## src/rtl/muls_pkg.sv

```systemverilog
// ---------------------------------------------------------------------------
// muls_pkg
// Shared definitions for the iterative signed multiplier (muls_8).
//   - muls_state_e : FSM state type. The encoding matches the iterative signed
//                    divider, so one ALU controller decode serves both blocks.
//   - MULS_WIDTH   : default operand width.
//   - MULS_CNT_W   : width of the iteration counter for the default width.
// ---------------------------------------------------------------------------
package muls_pkg;

    localparam int MULS_WIDTH = 8;
    localparam int MULS_CNT_W = $clog2(MULS_WIDTH + 1);

    typedef enum logic [1:0] {
        IDLE = 2'b00,
        CALC = 2'b01,
        RESL = 2'b11
    } muls_state_e;

endpackage : muls_pkg

```

## src/rtl/muls_8.sv

```systemverilog
// ---------------------------------------------------------------------------
// muls_8
// Sequential signed multiplier. The block takes the magnitudes of both
// two's-complement operands, runs a shift-add loop on them (one multiplier
// bit per clock), and applies the product sign in a final cycle. It uses the
// same start/done handshake as the iterative signed divider.
//
// Ports
//   clk    in   system clock, rising edge
//   rst    in   synchronous active-high reset
//   start  in   request pulse, only looked at while idle
//   src1   in   [WIDTH-1:0]   signed multiplicand
//   src2   in   [WIDTH-1:0]   signed multiplier
//   P      out  [2*WIDTH-1:0] signed product, held until the next result
//   busy   out  high while an operation is in flight (CALC or RESL)
//   done   out  one-cycle pulse in the cycle P takes its new value
//
// Optional build macro
//   MULS_EARLY_EXIT_EN : leave CALC as soon as the remaining multiplier bits
//                        are all zero. Results are unchanged; only the
//                        latency becomes data dependent (3 .. WIDTH+2 edges).
// ---------------------------------------------------------------------------
module muls_8
    import muls_pkg::*;
#(
    parameter int WIDTH = MULS_WIDTH
) (
    input  logic                 clk,
    input  logic                 rst,
    input  logic                 start,
    input  logic [WIDTH-1:0]     src1,
    input  logic [WIDTH-1:0]     src2,
    output logic [2*WIDTH-1:0]   P,
    output logic                 busy,
    output logic                 done
);

    localparam int CNT_W = $clog2(WIDTH + 1);
    localparam int PW    = 2 * WIDTH;

    muls_state_e        state_q, state_d;
    logic               s1_q, s1_d;
    logic               s2_q, s2_d;
    logic [PW-1:0]      mcand_q, mcand_d;
    logic [WIDTH-1:0]   mplier_q, mplier_d;
    logic [PW-1:0]      acc_q, acc_d;
    logic [CNT_W-1:0]   count_q, count_d;
    logic [PW-1:0]      p_q, p_d;
    logic               busy_q, busy_d;
    logic               done_q, done_d;

    // Operand magnitudes. The most negative input maps to 2^(WIDTH-1), which
    // still fits in WIDTH unsigned bits, so no extra bit is needed.
    logic [WIDTH-1:0]   mag1, mag2;

    // Magnitude of each operand, taken from the live inputs so it can be
    // latched in the same cycle start is seen.
    always_comb begin
        mag1 = src1[WIDTH-1] ? (~src1 + WIDTH'(1)) : src1;
        mag2 = src2[WIDTH-1] ? (~src2 + WIDTH'(1)) : src2;
    end

    // Next-state and datapath logic. Every register holds by default; done
    // defaults low so it can only ever be a single-cycle pulse out of RESL.
    always_comb begin
        state_d  = state_q;
        s1_d     = s1_q;
        s2_d     = s2_q;
        mcand_d  = mcand_q;
        mplier_d = mplier_q;
        acc_d    = acc_q;
        count_d  = count_q;
        p_d      = p_q;
        done_d   = 1'b0;

        case (state_q)
            IDLE: begin
                if (start) begin
                    s1_d     = src1[WIDTH-1];
                    s2_d     = src2[WIDTH-1];
                    mcand_d  = {{WIDTH{1'b0}}, mag1};
                    mplier_d = mag2;
                    acc_d    = '0;
                    count_d  = '0;
                    state_d  = CALC;
                end
            end

            CALC: begin
                if (mplier_q[0]) begin
                    acc_d = acc_q + mcand_q;
                end
                mcand_d  = mcand_q << 1;
                mplier_d = mplier_q >> 1;
                count_d  = count_q + CNT_W'(1);
`ifdef MULS_EARLY_EXIT_EN
                // Once the remaining multiplier bits are zero, every further
                // iteration would add nothing, so the loop can stop early.
                if ((count_d == CNT_W'(WIDTH)) || (mplier_d == '0)) begin
                    state_d = RESL;
                end
`else
                if (count_d == CNT_W'(WIDTH)) begin
                    state_d = RESL;
                end
`endif
            end

            RESL: begin
                // Negating a zero accumulator yields zero, so a zero operand
                // gives P=0 regardless of the operand signs.
                p_d     = (s1_q ^ s2_q) ? (~acc_q + PW'(1)) : acc_q;
                done_d  = 1'b1;
                state_d = IDLE;
            end

            default: begin
                state_d = IDLE;
            end
        endcase

        busy_d = (state_d != IDLE);
    end

    // State and output registers; reset discards any operation in flight.
    always_ff @(posedge clk) begin
        if (rst) begin
            state_q  <= IDLE;
            s1_q     <= 1'b0;
            s2_q     <= 1'b0;
            mcand_q  <= '0;
            mplier_q <= '0;
            acc_q    <= '0;
            count_q  <= '0;
            p_q      <= '0;
            busy_q   <= 1'b0;
            done_q   <= 1'b0;
        end else begin
            state_q  <= state_d;
            s1_q     <= s1_d;
            s2_q     <= s2_d;
            mcand_q  <= mcand_d;
            mplier_q <= mplier_d;
            acc_q    <= acc_d;
            count_q  <= count_d;
            p_q      <= p_d;
            busy_q   <= busy_d;
            done_q   <= done_d;
        end
    end

    assign P    = p_q;
    assign busy = busy_q;
    assign done = done_q;

endmodule : muls_8

```

## config.mk

```make
export PLATFORM = sky130hd
export DESIGN_NAME = muls_8
export DESIGN_NICKNAME = d
export VERILOG_FILES = /design/src/rtl/muls_pkg.sv /design/src/rtl/muls_8.sv
export SDC_FILE = /design/constraint.sdc
export NUM_CORES = 1
export LEC_CHECK = 0
export CAP_MARGIN = 20
export CORE_ASPECT_RATIO = 1.4
export CORE_MARGIN = 2
export CORE_UTILIZATION = 60
export CTS_CLUSTER_DIAMETER = 60
export CTS_CLUSTER_SIZE = 24
export DETAILED_ROUTE_END_ITERATION = 8
export PLACE_DENSITY = 0.84
export SYNTH_ARGS = -nofsm -noshare
export SYNTH_HDL_FRONTEND = slang
export SYNTH_SLANG_ARGS = --single-unit
```

## constraint.sdc

```tcl
create_clock -name clk -period 2.9 [get_ports clk]
set_input_delay 0.58 -clock clk [delete_from_list [all_inputs] [get_ports clk]]
set_output_delay 0.58 -clock clk [all_outputs]
set_load 0.01 [all_outputs]
```

# After elaboration in Yosys (flattened, before gate mapping)
# Cells that the tools add are included.
[totals]
out_inout_bits = 18
reg_bits = 66
inputBits = 19
[op_classes]
eq_ne = 5
n_reduce_logical = 6
muxes = 16
add_sub_neg = 5
bitwise = 4
[ops]
columns = ["cell", "n"]
rows = [
  ["16-bit two-way mux", 4],
  ["16-bit one-hot mux with 2 select lines", 2],
  ["8-bit two-way mux", 3],
  ["16-bit by 1-bit adder with 16-bit output (second input constant)", 1],
  ["16-bit adder", 1],
  ["8-bit by 1-bit adder with 8-bit output (second input constant)", 2],
  ["16-bit inverter", 1],
  ["8-bit inverter", 2],
  ["8-bit one-hot mux with 2 select lines", 1],
  ["4-bit one-hot mux with 2 select lines", 1],
  ["4-bit by 1-bit adder with 4-bit output (second input constant)", 1],
  ["4-bit equality test (second input constant)", 1],
  ["2-bit two-way mux", 2],
  ["4-bit two-way mux", 1],
  ["2-bit inequality test (second input constant)", 2],
  ["2-bit one-hot mux with 2 select lines", 1],
  ["2-bit AND reduction", 2],
  ["2-bit nonzero test", 2],
  ["3-bit AND reduction", 1],
  ["2-bit by 1-bit equality test with 1-bit output (second input constant)", 1],
  ["2-bit equality test (second input constant)", 1],
  ["2-bit zero test", 1],
  ["1-bit two-way mux", 1],
  ["1-bit XOR", 1],
]

# Depth between registers and ports, before layout
# Gate-level depths: netlist of the first run.
[depth]
ltp_word = 5
ltp_mapped = 9

# Least setup slack after synthesis of the first run
# OpenSTA, ideal clock, no wires.
[synth_timing]
path_type = "register to register"
start = "register acc_q[0]"
end = "register acc_q[12]"
stages_incl_launch_ff = 10
required_ns = 2.783
synth_period_minus_slack_ns = 1.908
arrival_time_ns = 1.791
path_slack_ns = 0.992
path_cell_list = "dfxtp_1 -> ha_1 -> inv_1 -> fa_1 -> nor2b_1 -> o211ai_1 -> a21boi_2 -> o2111ai_1 -> mux2i_1 -> nand2_1"
[synth_via]
elab_chain_cells = 3
[synth_lines]
columns = ["item", "line_no", "source"]
rows = [
  ["from (decl)", "muls_8.sv:46", "logic [PW-1:0] acc_q, acc_d;"],
  ["from (signal assigned)", "muls_8.sv:133", "acc_q <= '0;"],
  ["from (signal assigned)", "muls_8.sv:144", "acc_q <= acc_d;"],
  ["16-bit adder", "muls_8.sv:91", "acc_d = acc_q + mcand_q;"],
  ["16-bit two-way mux", "muls_8.sv:90", "if (mplier_q[0]) begin"],
  ["16-bit one-hot mux with 2 select lines", "muls_8.sv:76", "case (state_q)"],
]
# No other way between the ends. The select of a mux whose other input is x is not followed.
# A chain may end at the register's enable or synchronous reset.

# Worst setup path after layout of the first run
# Ends and elaborated chain as after synthesis.

==> results of run 1 <==
-- metal layers --
metal	vias to the layer above	wire length [um]
met5	-	0
met2	110	4472
met4	0	354
met3	35	293
li1	1639	-
met1	1556	3387
-- registers in the layout, summed over array words and instances (netlist names) --
signal and flops:
done 1, s1_q 1, s2_q 1, mcand_q 16, busy 1, state_q 2
P 16, count_q 4, acc_q 16, mplier_q 8
-- power by group through the flow --
stage	registers, mW	logic (mW)	clock network [mW]
final	0.943	0.196	0.877
after detailed placement	0.964	0.193	0
after global placement	0.963	0.186	0
after global routing	0.945	0.215	0.924
after floorplan	0.958	0.133	0
after CTS	0.943	0.196	0.885
-- critical path, cell delays in order (launching register included) --
cell       delay, ns
dfxtp_1         0.41
ha_1            0.22
inv_1           0.06
fa_1            0.40
nor2b_1         0.18
o211ai_1        0.12
a21boi_2        0.28
o2111ai_1       0.16
mux2i_1         0.17
nand2_1         0.06
-- cells in the mapped netlist, drive strengths merged (2+ instances only) --
| cell | count | share of area (%) |
|---|---|---|
| a211oi | 7 | 1.4 |
| a21boi | 2 | 0.52 |
| a21o | 6 | 1.2 |
| a21oi | 33 | 4.5 |
| a222oi | 12 | 3.3 |
| a22oi | 16 | 3.3 |
| a31oi | 5 | 0.86 |
| a41oi | 2 | 0.48 |
| and3 | 2 | 0.34 |
| and4 | 2 | 0.48 |
| buf | 9 | 1.2 |
| clkbuf | 16 | 1.7 |
| dfxtp | 66 | 36 |
| ha | 19 | 6.5 |
| inv | 12 | 1.2 |
| mux2i | 7 | 1.9 |
| nand2 | 53 | 5.5 |
| nand2b | 4 | 0.69 |
| nand4 | 4 | 0.69 |
| nor2 | 64 | 6.7 |
| nor2b | 3 | 0.52 |
| nor3 | 10 | 1.4 |
| nor4 | 4 | 0.69 |
| o211ai | 4 | 0.83 |
| o21a | 2 | 0.41 |
| o21ai | 19 | 2.7 |
| o21bai | 4 | 0.83 |
| o31ai | 3 | 0.62 |
| or2 | 2 | 0.34 |
| or3 | 3 | 0.65 |
| xnor2 | 22 | 5.3 |
| xor2 | 16 | 3.8 |
-- worst max path at each step --
| stage | startpoint | endpoint | slack, ns | cells after the start |
|---|---|---|---|---|
| after floorplan | acc_q[0]$_SDFFE_PP0P_ | acc_q[12]$_SDFFE_PP0P_ | 0.99 | 9 |
| after global placement | src2[0] | mplier_q[5]$_SDFFE_PP0P_ | 0.65 | 7 |
| after detailed placement | src2[1] | mplier_q[5]$_SDFFE_PP0P_ | 0.63 | 7 |
| after CTS | acc_q[0]$_SDFFE_PP0P_ | acc_q[12]$_SDFFE_PP0P_ | 0.76 | 9 |
| after global routing | acc_q[0]$_SDFFE_PP0P_ | acc_q[12]$_SDFFE_PP0P_ | 0.58 | 9 |
| final | acc_q[0]$_SDFFE_PP0P_ | acc_q[12]$_SDFFE_PP0P_ | 0.74 | 9 |
-- area by class of cell --
| class | instances | area share, % |
|---|---|---|
| multi-input cells | 341 | 51.04 |
| flip-flops and latches | 66 | 31.09 |
| repair buffers | 42 | 9.420 |
| clock buffers | 9 | 2.914 |
| clock inverters | 7 | 2.414 |
| well taps | 70 | 2.061 |
| inverters | 12 | 1.060 |
-- cell families after synthesis --
group / Yosys count
mux: 8
compound gates: 118
xor+xnor: 38
fa+ha+maj: 20
flops: 66
simple gates: 157
buf+inv: 37
==> reports/qor.txt, run 1 <==
Mapped Cells = 444
met1 usage = 26.76%
synthesized flop and latch total = 66
Post-Layout Inst Area = 4250 um^2
vias in the first global route = 3271
ys async rst share = 0%
Residual DRC = 0
post-CTS setup repair buffer count = 0
io pins = 37
multiplexer share of the synthesized area = 2.234%
post-synthesis xor/xnor area fraction = 9.144%
largest net degree at the start of global routing = 31
placed inst area = 4024 um^2
initial antenna violation count = 0
headroom to the max-slew limit = 49.80%
grt met3 use = 4.817%
maximum VDD drop = 0.3966 mV
Final WS setup = 0.7387 ns
Comb pwr share = 9.7%
Post-Synth Simple-Gate Area = 19.32%
core area = 5863 um^2
skew final = 0.01090 ns
main combinational cell family by area after synthesis = compound AO/OA/AOI/OAI gates
cell area power density = 474.5 nW/um^2
met2 usage = 49.13%
die height = 96.16 um
pre-CTS setup slack = 0.6270 ns
Clock transition at path regs = 0.08 ns
hold_sp = P[13]$_SDFFE_PP0P_
cts hold-fix bufs = 0
P&R area growth vs syn = 16.78%
RSZ-0062 raised after global routing = false
post-synth cell types = 48
Worst Hold Class = reg -> reg
fin util = 72.49%
Net Sw Power = 513.3 uW
Hold Crit Depth = 2
Crit path required time = 3.15 ns
Final HPWL DP = 6190 um
Initial Utilization = 62.08%
Seq/Total Area, Yosys = 36.30%
Layout Cells excl Fill = 547
CTS root buffer = clkbuf_8
Iter 0 DRT Violations = 267
number of cells on the worst reg-to-reg path = 9
leakage = 1.671 nW
Total GRT Usage = 26.20%
maxcap violations = 0
commonest non-fill, non-tap cells in the layout = 66 x dfxtp_1, 62 x nor2_1, 53 x nand2_1
Inserted Clock Buffers = 9
antenna violation net count after detailed routing = 0
post-synthesis cell area = 3640 um^2
Slew Viols, Final = 0
post-CTS sizing = 0
Post-Syn Nets = 483
Setup crit start kind = flip-flop
via/cell ratio = 6.106
worst-margin pin slew = 0.7521 ns
R2R setup slack = 0.74 ns
share of cells above drive strength 1 = 6.918%
TritonCTS clock tree = built
GPL Wtd Cong = 0.9452
sw frac = 25.45%
worst hold margin = 0.4542 ns
register area = 1321 um^2
Internal = 1.503 mW
Tcrit/Tclk final = 74.53%
adder-cell share of the synthesized area = 7.081%
Hold Path End = P[13]$_SDFFE_PP0P_
Worst Setup Path Type = reg -> reg
Rows = 33
1st-pass router iterations = 5
Setup Viol. Count Final = 0
GR Overflow Total = 0
worst skew pair latency = 0.35 ns
commonest non-fill, non-tap cell in the layout = dfxtp_1
Ys Warns = 0
CP Max Fanout = 5
Reg-to-Reg Start = acc_q[0]$_SDFFE_PP0P_
R2R Path End = acc_q[12]$_SDFFE_PP0P_
total negative setup slack = 0 ns
global-route wire length before repair = 14110 um
placed cells = 531
Layout fillers = 472
die area = 6714 um^2
drt total wl = 8507 um
compound-gate portion of the synthesized area = 21.73%
diode count = 0
Post-synth EDFFs = 0
synthesized area per cell = 8.198 um^2
fin nets = 511
Tot Pwr = 2.017 mW
Die Span X = 69.83 um
CP Capture Type = flip-flop
status = complete, no violations
area occupied by multi-input gates = 2170 um^2
Arr. time, crit path = 2.41 ns
Most Crowded Layer GR = met2
FMAX = 462.7 MHz
DR WL/cell = 15.55 um
IO Port Bufs = 36
Max Root-Sink Buffers = 2
Flop pwr share = 46.8%
Hold Vio Cnt, Final = 0
CTS Sinks = 66
minimum clock period = 2.161 ns
total number of vias = 3340
H-tree depth = 3
Main synth FF type = dfxtp_1
Clock power frac = 43.5%
(Power assumes the default switching activity.)
==> run 2, diff against run 1 <==
--- a/config.mk
+++ b/config.mk
@@ -8,11 +8,11 @@
 export CAP_MARGIN = 20
 export CORE_ASPECT_RATIO = 1.4
 export CORE_MARGIN = 2
-export CORE_UTILIZATION = 60
+export CORE_UTILIZATION = 51
 export CTS_CLUSTER_DIAMETER = 60
 export CTS_CLUSTER_SIZE = 24
 export DETAILED_ROUTE_END_ITERATION = 8
-export PLACE_DENSITY = 0.84
+export PLACE_DENSITY = 0.76
 export SYNTH_ARGS = -nofsm -noshare
 export SYNTH_HDL_FRONTEND = slang
 export SYNTH_SLANG_ARGS = --single-unit
==> constraint.sdc (replaced) <==
create_clock -name clk -period 1.9 [get_ports clk]
set_input_delay 0.38 -clock clk [delete_from_list [all_inputs] [get_ports clk]]
set_output_delay 0.38 -clock clk [all_outputs]
set_load 0.01 [all_outputs]
==> run 2 against run 1 <==
The flow now finishes with violations (setup timing); hold slack lost 0.14 ns; sequential power grew 53%; total power grew 52%; count of clock-buffer cells in the layout is the same; critical path type unchanged; clock power grew 46%; die area grew 17%; setup slack lost 0.76 ns; via count grew 2.3%.
==> reports/qor.txt, run 2 (synthesis gave the netlist of run 1 again) <==
placed inst area = 4358 um^2 (was 4024 um^2)
global-route wire length before repair = 14370 um (was 14110 um)
worst skew pair latency = 0.35 ns (about the same)
Setup crit start kind = flip-flop (unchanged)
Worst Hold Class = in -> reg (was reg -> reg)
Total GRT Usage = 23.33% (was 26.20%)
fin nets = 550 (was 511)
die height = 104.0 um (was 96.16 um)
diode count = 0 (unchanged)
Crit path required time = 2.14 ns (was 3.15 ns)
leakage = 1.862 nW (was 1.671 nW)
Tot Pwr = 3.064 mW (was 2.017 mW)
Iter 0 DRT Violations = 293 (was 267)
cell area power density = 655.2 nW/um^2 (was 474.5 nW/um^2)
P&R area growth vs syn = 28.46% (was 16.78%)
CP Max Fanout = 5 (unchanged)
Post-Layout Inst Area = 4676 um^2 (was 4250 um^2)
DR WL/cell = 13.95 um (was 15.55 um)
Inserted Clock Buffers = 9 (unchanged)
commonest non-fill, non-tap cells in the layout = 63 x dfxtp_1, 62 x nor2_1, 53 x nand2_1 (was 66 x dfxtp_1, 62 x nor2_1, 53 x nand2_1)
IO Port Bufs = 36 (unchanged)
share of cells above drive strength 1 = 17.44% (was 6.918%)
worst-margin pin slew = 0.5801 ns (was 0.7521 ns)
worst hold margin = 0.3150 ns (was 0.4542 ns)
CP Capture Type = flip-flop (unchanged)
antenna violation net count after detailed routing = 0 (unchanged)
commonest non-fill, non-tap cell in the layout = dfxtp_1 (unchanged)
Arr. time, crit path = 2.17 ns (was 2.41 ns)
CTS Sinks = 66 (unchanged)
drt total wl = 8526 um (was 8507 um)
io pins = 37 (unchanged)
initial antenna violation count = 0 (unchanged)
TritonCTS clock tree = built (unchanged)
Max Root-Sink Buffers = 2 (unchanged)
RSZ-0062 raised after global routing = true (was false)
via/cell ratio = 5.594 (was 6.106)
vias in the first global route = 3303 (was 3271)
maximum VDD drop = 0.5149 mV (was 0.3966 mV)
GPL Wtd Cong = 0.9034 (was 0.9452)
1st-pass router iterations = 6 (was 5)
Residual DRC = 0 (unchanged)
H-tree depth = 3 (unchanged)
pre-CTS setup slack = -0.1759 ns (was 0.6270 ns)
Initial Utilization = 52.47% (was 62.08%)
skew final = 0.009840 ns (was 0.01090 ns)
maxcap violations = 0 (unchanged)
largest net degree at the start of global routing = 52 (was 31)
Clock transition at path regs = 0.07 ns (was 0.08 ns)
die area = 7838 um^2 (was 6714 um^2)
Tcrit/Tclk final = 101.4% (was 74.53%)
Final WS setup = -0.02593 ns (was 0.7387 ns)
status = complete, but fails checks (was complete, no violations)
headroom to the max-slew limit = 61.03% (was 49.80%)
violated checks = setup timing
Slew Viols, Final = 0 (unchanged)
total number of vias = 3418 (was 3340)
cts hold-fix bufs = 0 (unchanged)
FMAX = 519.2 MHz (was 462.7 MHz)
Die Span X = 75.40 um (was 69.83 um)
core area = 6937 um^2 (was 5863 um^2)
Rows = 36 (was 33)
GR Overflow Total = 0 (unchanged)
minimum clock period = 1.926 ns (was 2.161 ns)
Setup Viol. Count Final = 1 (was 0)
Final HPWL DP = 6336 um (was 6190 um)
CTS root buffer = clkbuf_8 (unchanged)
Worst Setup Path Type = reg -> reg (unchanged)
Hold Vio Cnt, Final = 0 (unchanged)
[run 2: changes by cell type in the layout (fill, tap and decap cells not counted), sizes merged]
cell      change
buf          +39
inv           -1
clkinvlp      +1
[run 2: worst max-delay path, stage by stage, from the launching register on]
cell	delay (ns)
dfxtp_2	0.37
ha_4	0.14
inv_2	0.03
fa_2	0.35
nor2b_2	0.14
o211ai_1	0.11
a21boi_2	0.16
buf_6	0.13
o2111ai_2	0.13
mux2i_1	0.17
nand2_1	0.07
[run 2: power by group]
part	leakage [nW]	internal, mW	switching [mW]
sequential	0.536	1.41	0.0242
combinational	1.22	0.165	0.176
clock	0.105	0.735	0.550
[run 2: repair_timing]
item,4_1_cts,5_1_grt
setup endpoints to repair,8,11
resized for setup,4,17
pin swaps,2,8
buffers inserted,0,2
[run 2: worst paths after layout]
kind | from | end | slack [ns] | cells past startpoint
worst max-delay path | mcand_q[0]$_SDFFE_PP0P_ | acc_q[12]$_SDFFE_PP0P_ | -0.03 | 10
worst min-delay path | rst | acc_q[1]$_SDFFE_PP0P_ | 0.31 | 2
worst max register to register | mcand_q[0]$_SDFFE_PP0P_ | acc_q[12]$_SDFFE_PP0P_ | -0.03 | 10
worst min register to register | P[15]$_SDFFE_PP0P_ | P[15]$_SDFFE_PP0P_ | 0.45 | 2
[run 2: cell type report]
| cell class | count | area, um^2 |
|---|---|---|
| fill | 594 | 2261 |
| multi-input combinational | 341 | 2247 |
| sequential | 66 | 1325 |
| timing repair buffer | 81 | 721.9 |
| clock buffer | 9 | 123.9 |
| tap | 95 | 118.9 |
| clock inverter | 7 | 93.84 |
| inverter | 12 | 45.04 |
[run 2: per-layer routing]
layer | vias to the layer above | track usage (%) | wire (um)
met2 | 69 | 39.38 | 4419
li1 | 1723 | - | -
met3 | 20 | 4.748 | 279
met4 | 0 | 11.15 | 234
met1 | 1606 | 27.12 | 3592
met5 | - | 0 | 0
[run 2: through the flow]
step                util, %  setup TNS, ns  instances
finish                67.41       -0.02593        611
floorplan                 -              0        444
CTS                   66.11       -0.07691        609
global placement      62.82        -0.3007        593
detailed placement    62.82        -0.8804        593
global route          67.41        -0.3435        611
